==> config.mk <==
export PLATFORM = sky130hd
export DESIGN_NAME = full_adder_unit_flat
export DESIGN_NICKNAME = d
export VERILOG_FILES = /design/src/rtl/full_adder_unit_if.sv /design/src/rtl/full_adder_unit.sv /design/src/flat_wrapper.sv
export SDC_FILE = /design/constraint.sdc
export NUM_CORES = 1
export LEC_CHECK = 0
export BUFFER_PORTS_ARGS = -buffer_cell sky130_fd_sc_hd__buf_2
export CORE_AREA = 5 5 42 44
export DETAILED_ROUTE_END_ITERATION = 8
export DIE_AREA = 0 0 47 49
export GPL_TIMING_DRIVEN = 0
export SLEW_MARGIN = 10
export SYNTH_ARGS = -nofsm -noshare
export SYNTH_HDL_FRONTEND = slang
export SYNTH_SLANG_ARGS = --single-unit
==> constraint.sdc <==
create_clock -name clk -period 1.3 [get_ports clk]
set_input_delay 0.26 -clock clk [delete_from_list [all_inputs] [get_ports clk]]
set_output_delay 0.26 -clock clk [all_outputs]
set_load 0.05 [all_outputs]
==> src/rtl/full_adder_unit_if.sv <==
// Operand/result bundle for full_adder_unit.
//   master : drives in_valid, a, b, c; observes sum, cout, ovf, out_valid
//   slave  : the adder side; samples operands and drives the registered result
interface full_adder_unit_if #(
  parameter int unsigned WIDTH = 1
);
  logic             in_valid;
  logic [WIDTH-1:0] a;
  logic [WIDTH-1:0] b;
  logic             c;
  logic [WIDTH-1:0] sum;
  logic             cout;
  logic             ovf;
  logic             out_valid;

  modport master (
    output in_valid, a, b, c,
    input  sum, cout, ovf, out_valid
  );

  modport slave (
    input  in_valid, a, b, c,
    output sum, cout, ovf, out_valid
  );
endinterface

==> src/rtl/full_adder_unit.sv <==
// Registered ripple-carry adder built from 1-bit full-adder cells.
// {cout, sum} = a + b + c, with ovf flagging two's-complement overflow
// (carry into MSB XOR carry out of MSB). One cycle of latency; a result
// is produced for every cycle in_valid is high, with no backpressure.
// Ports:
//   clk  : rising-edge clock
//   rst  : synchronous, active-high reset (priority over in_valid)
//   bus  : slave side of full_adder_unit_if (operands in, registered result out)
module full_adder_unit #(
  parameter int unsigned WIDTH = 1
) (
  input logic               clk,
  input logic               rst,
  full_adder_unit_if.slave  bus
);

  logic [WIDTH-1:0] sum_q,  sum_d;
  logic             cout_q, cout_d;
  logic             ovf_q,  ovf_d;
  logic             out_valid_q, out_valid_d;

  // k[i] is the carry into cell i; k[WIDTH] is the carry out of the MSB cell.
  logic [WIDTH:0]   k;
  logic [WIDTH-1:0] s;

  always_comb begin
    k    = '0;
    s    = '0;
    k[0] = bus.c;
    for (int i = 0; i < WIDTH; i++) begin
      s[i]   = bus.a[i] ^ bus.b[i] ^ k[i];
      k[i+1] = (bus.a[i] & bus.b[i]) | (bus.a[i] & k[i]) | (bus.b[i] & k[i]);
    end
  end

  // Hold on idle cycles; selecting the old value keeps don't-care operands
  // out of the result registers.
  always_comb begin
    sum_d       = sum_q;
    cout_d      = cout_q;
    ovf_d       = ovf_q;
    out_valid_d = bus.in_valid;
    if (bus.in_valid) begin
      sum_d  = s;
      cout_d = k[WIDTH];
      ovf_d  = k[WIDTH-1] ^ k[WIDTH];
    end
  end

  always_ff @(posedge clk) begin
    if (rst) begin
      sum_q       <= '0;
      cout_q      <= 1'b0;
      ovf_q       <= 1'b0;
      out_valid_q <= 1'b0;
    end else begin
      sum_q       <= sum_d;
      cout_q      <= cout_d;
      ovf_q       <= ovf_d;
      out_valid_q <= out_valid_d;
    end
  end

  assign bus.sum       = sum_q;
  assign bus.cout      = cout_q;
  assign bus.ovf       = ovf_q;
  assign bus.out_valid = out_valid_q;

endmodule

==> src/flat_wrapper.sv <==
// flat-port wrapper written by rule: the top's interface ports become plain ports
module full_adder_unit_flat 
#(
  parameter int unsigned WIDTH = 1
)
  (clk, rst, bus_in_valid, bus_a, bus_b, bus_c, bus_sum, bus_cout, bus_ovf, bus_out_valid);
  full_adder_unit_if #(.WIDTH(WIDTH)) bus_i ();
  input logic clk;
  input logic rst;
  input wire logic [$bits(bus_i.in_valid)-1:0] bus_in_valid;
  input wire logic [$bits(bus_i.a)-1:0] bus_a;
  input wire logic [$bits(bus_i.b)-1:0] bus_b;
  input wire logic [$bits(bus_i.c)-1:0] bus_c;
  output wire logic [$bits(bus_i.sum)-1:0] bus_sum;
  output wire logic [$bits(bus_i.cout)-1:0] bus_cout;
  output wire logic [$bits(bus_i.ovf)-1:0] bus_ovf;
  output wire logic [$bits(bus_i.out_valid)-1:0] bus_out_valid;
  assign bus_i.in_valid = bus_in_valid;
  assign bus_i.a = bus_a;
  assign bus_i.b = bus_b;
  assign bus_i.c = bus_c;
  assign bus_sum = bus_i.sum;
  assign bus_cout = bus_i.cout;
  assign bus_ovf = bus_i.ovf;
  assign bus_out_valid = bus_i.out_valid;
  full_adder_unit #(.WIDTH(WIDTH)) u_core (.clk(clk), .rst(rst), .bus(bus_i));
endmodule
==> results.ini <==
[worst_setup_path]
path_cells = buf_2
required_ps = 1040
arrival_ps = 810
max_stage_delay_ps = 320
cp_num_buf_inv = 1
criticalPathCategory = flip-flop to primary output
r2r-start = u_core.bus.ovf$_SDFFE_PP0P_
rrSetupSlack_ps = 660
critPathCaptureType = primary output
reg2reg_to = u_core.bus.ovf$_SDFFE_PP0P_
cp_top_family = flip-flops
reg2regPathDepth = 2
cp_max_fo = 2
cp_slowest_cell = dfxtp_1
start_kind = flip-flop

[route]
dr_wl_met3_um = 62
ant_nets = 0
drc = 0
dr.max_layer_used = met3
via_count = 136
route.met2.wl_um = 166
wl_per_cell_um = 8.049
first_iter_violations = 0
wl_met1_um = 101
via_per_inst = 3.317
routed_wl_um = 330
dr.pass1.iters = 1

[die]
die_x_um = 47
die_h_um = 49
io_pins = 10
rows = 14
core-area_um2 = 1401
die_area_um2 = 2303
start_util = 0.1098

[grt]
grt_pass1_vias = 150
grt_usage = 0.03808
grt_overflow = 0
antenna_found_initial = 0
grt_first_pass_wirelength_um = 552
grt_max_degree = 6

[clock_network]
insertion_delay_ps = 230
holdBufCountCts = 0
root_buffer = clkbuf_4
cts_tree = built
clockBufferDepth = 2
ctsHtreeMaxLevel = 1
cts_buffers = 3
cts_num_sinks = 4
cts_setup_buffers = 0
postCtsResizedCells = 0
worst_setup_hold_path_clk_slew_ps = 40

[pwr]
p_per_area_nw_per_um2 = 1497
pwr-share-comb = 0.208
p_sw_w = 0.0001018
clkPwrFrac = 0.415
peakVddDrop_v = 0.0002455
p_int_w = 0.0002598
p_leak_nw = 0.1163
p_sw_frac = 0.2815
power_frac_seq = 0.378

[synthesis]
synthesis.area_per_instance_um2 = 11.84
postSynthCellCount = 13
yosys_register_bits = 4
ys_seq_area_frac = 0.5203
syn-num-nets = 20
synth_area_um2 = 153.9
synthDistinctLibCells = 7
ys_warn_count = 0

[placed_design]
port_buffers = 9
gp_congestion = 0.5664
preCtsSetupSlack_ps = 3.831

[sta]
hold_viol = 0
worst_slew_pin_slew_ps = 254.8
fin_ws_ps = 225.6
rsz0062_at_grt = no
max-slew-margin-rel = 0.8313
period_needed_ps = 1074
min_period_over_period = 0.8265
tns_ps = 0
skew_ps = 0
maxSlewViolCount = 0
finalSetupViolations = 0
max_freq_mhz = 930.7

[flow_run]
cap_violations = 0

[final_layout]
nets = 34
n_antenna_cell = 0
area_growth_pct = 56.91
drive_gt1_frac = 0.4800

[run_status]
status = complete, no violations

[min_path]
min_path_type = input pin to flip-flop
hold_start = rst
whs_endpoint = u_core.bus.sum$_SDFFE_PP0P_
whs_path_depth = 2

[registers in the layout, summed over array words and instances (netlist names)]
| signal | flops |
|---|---|
| u_core.bus.sum | 1 |
| u_core.bus.ovf | 1 |
| u_core.bus.out_valid | 1 |
| u_core.bus.cout | 1 |
[power by group through the flow]
stage	logic, W	registers, W	clock network (W)
6_report	0.0000752	0.000137	0.000150
5_1_grt	0.0000810	0.000138	0.000167
3_3_place_gp	0.0000759	0.000138	0
3_5_place_dp	0.0000767	0.000139	0
4_1_cts	0.0000770	0.000137	0.000155
2_1_floorplan	0.0000185	0.000171	0
[metal layers]
| layer | track usage | vias up |
|---|---|---|
| met5 | 0 | - |
| met4 | 0.02765 | 0 |
| met3 | 0.04428 | 0 |
| met2 | 0.04977 | 5 |
| met1 | 0.03091 | 64 |
| li1 | - | 67 |
[synthesized netlist by cell type, drive strengths merged]
cell type / number / area share
dfxtp: 4 / 0.52
nor2: 3 / 0.073
mux2i: 2 / 0.13
a211oi: 1 / 0.049
fa: 1 / 0.13
nor2b: 1 / 0.041
xnor2: 1 / 0.057
[kinds of logic after synthesis]
| group | after synthesis | synth area share |
|---|---|---|
| AOI/OAI and AO/OA | 1 | 0.04880 |
| xor gates and xnor gates | 1 | 0.05692 |
| adders and majority gates | 1 | 0.1301 |
| DFF | 4 | 0.5203 |
| muxes | 2 | 0.1301 |
| and+or+nand+nor | 4 | 0.1138 |
[worst max-delay path by stage]
stage                                        to  slack [ps]  cells after the start                   startpoint
floorplan           u_core.bus.ovf$_SDFFE_PP0P_         190                      3                        bus_c
detailed placement  u_core.bus.ovf$_SDFFE_PP0P_           4                      4                        bus_c
global route                            bus_ovf         160                      1  u_core.bus.ovf$_SDFFE_PP0P_
global placement    u_core.bus.ovf$_SDFFE_PP0P_          20                      4                        bus_c
CTS                                     bus_sum         220                      1  u_core.bus.sum$_SDFFE_PP0P_
finish                                  bus_sum         230                      1  u_core.bus.sum$_SDFFE_PP0P_
[through the flow]
step / instance area [µm²] / cells / hold WS [ps] / utilization / total power (W)
6_report: 241.5 / 41 / 237.7 / 0.1723 / 0.0003616
3_3_place_gp: 219.0 / 38 / 471.6 / 0.1563 / 0.0002141
5_1_grt: 241.5 / 41 / 241.9 / 0.1723 / 0.0003853
4_1_cts: 241.5 / 41 / 237.5 / 0.1723 / 0.0003684
3_5_place_dp: 219.0 / 38 / 475.3 / 0.1563 / 0.0002154
2_1_floorplan: 153.9 / 13 / 331.6 / - / 0.0001896
[cell type report]
cell class	count	area (µm²)
well taps	16	20.02
flip-flops and latches	4	80.08
multi-input cells	9	73.82
repair buffers	9	45.04
fillers	169	1160
clock buffers	3	22.52
[cell usage in the layout, fill, tap and decap left out]
cell type / n
a211oi_1: 1
buf_2: 9
clkbuf_4: 3
dfxtp_1: 4
fa_1: 1
mux2i_1: 2
nor2_1: 3
nor2b_1: 1
xnor2_1: 1
No activity file was read; power rests on OpenSTA's default activity.
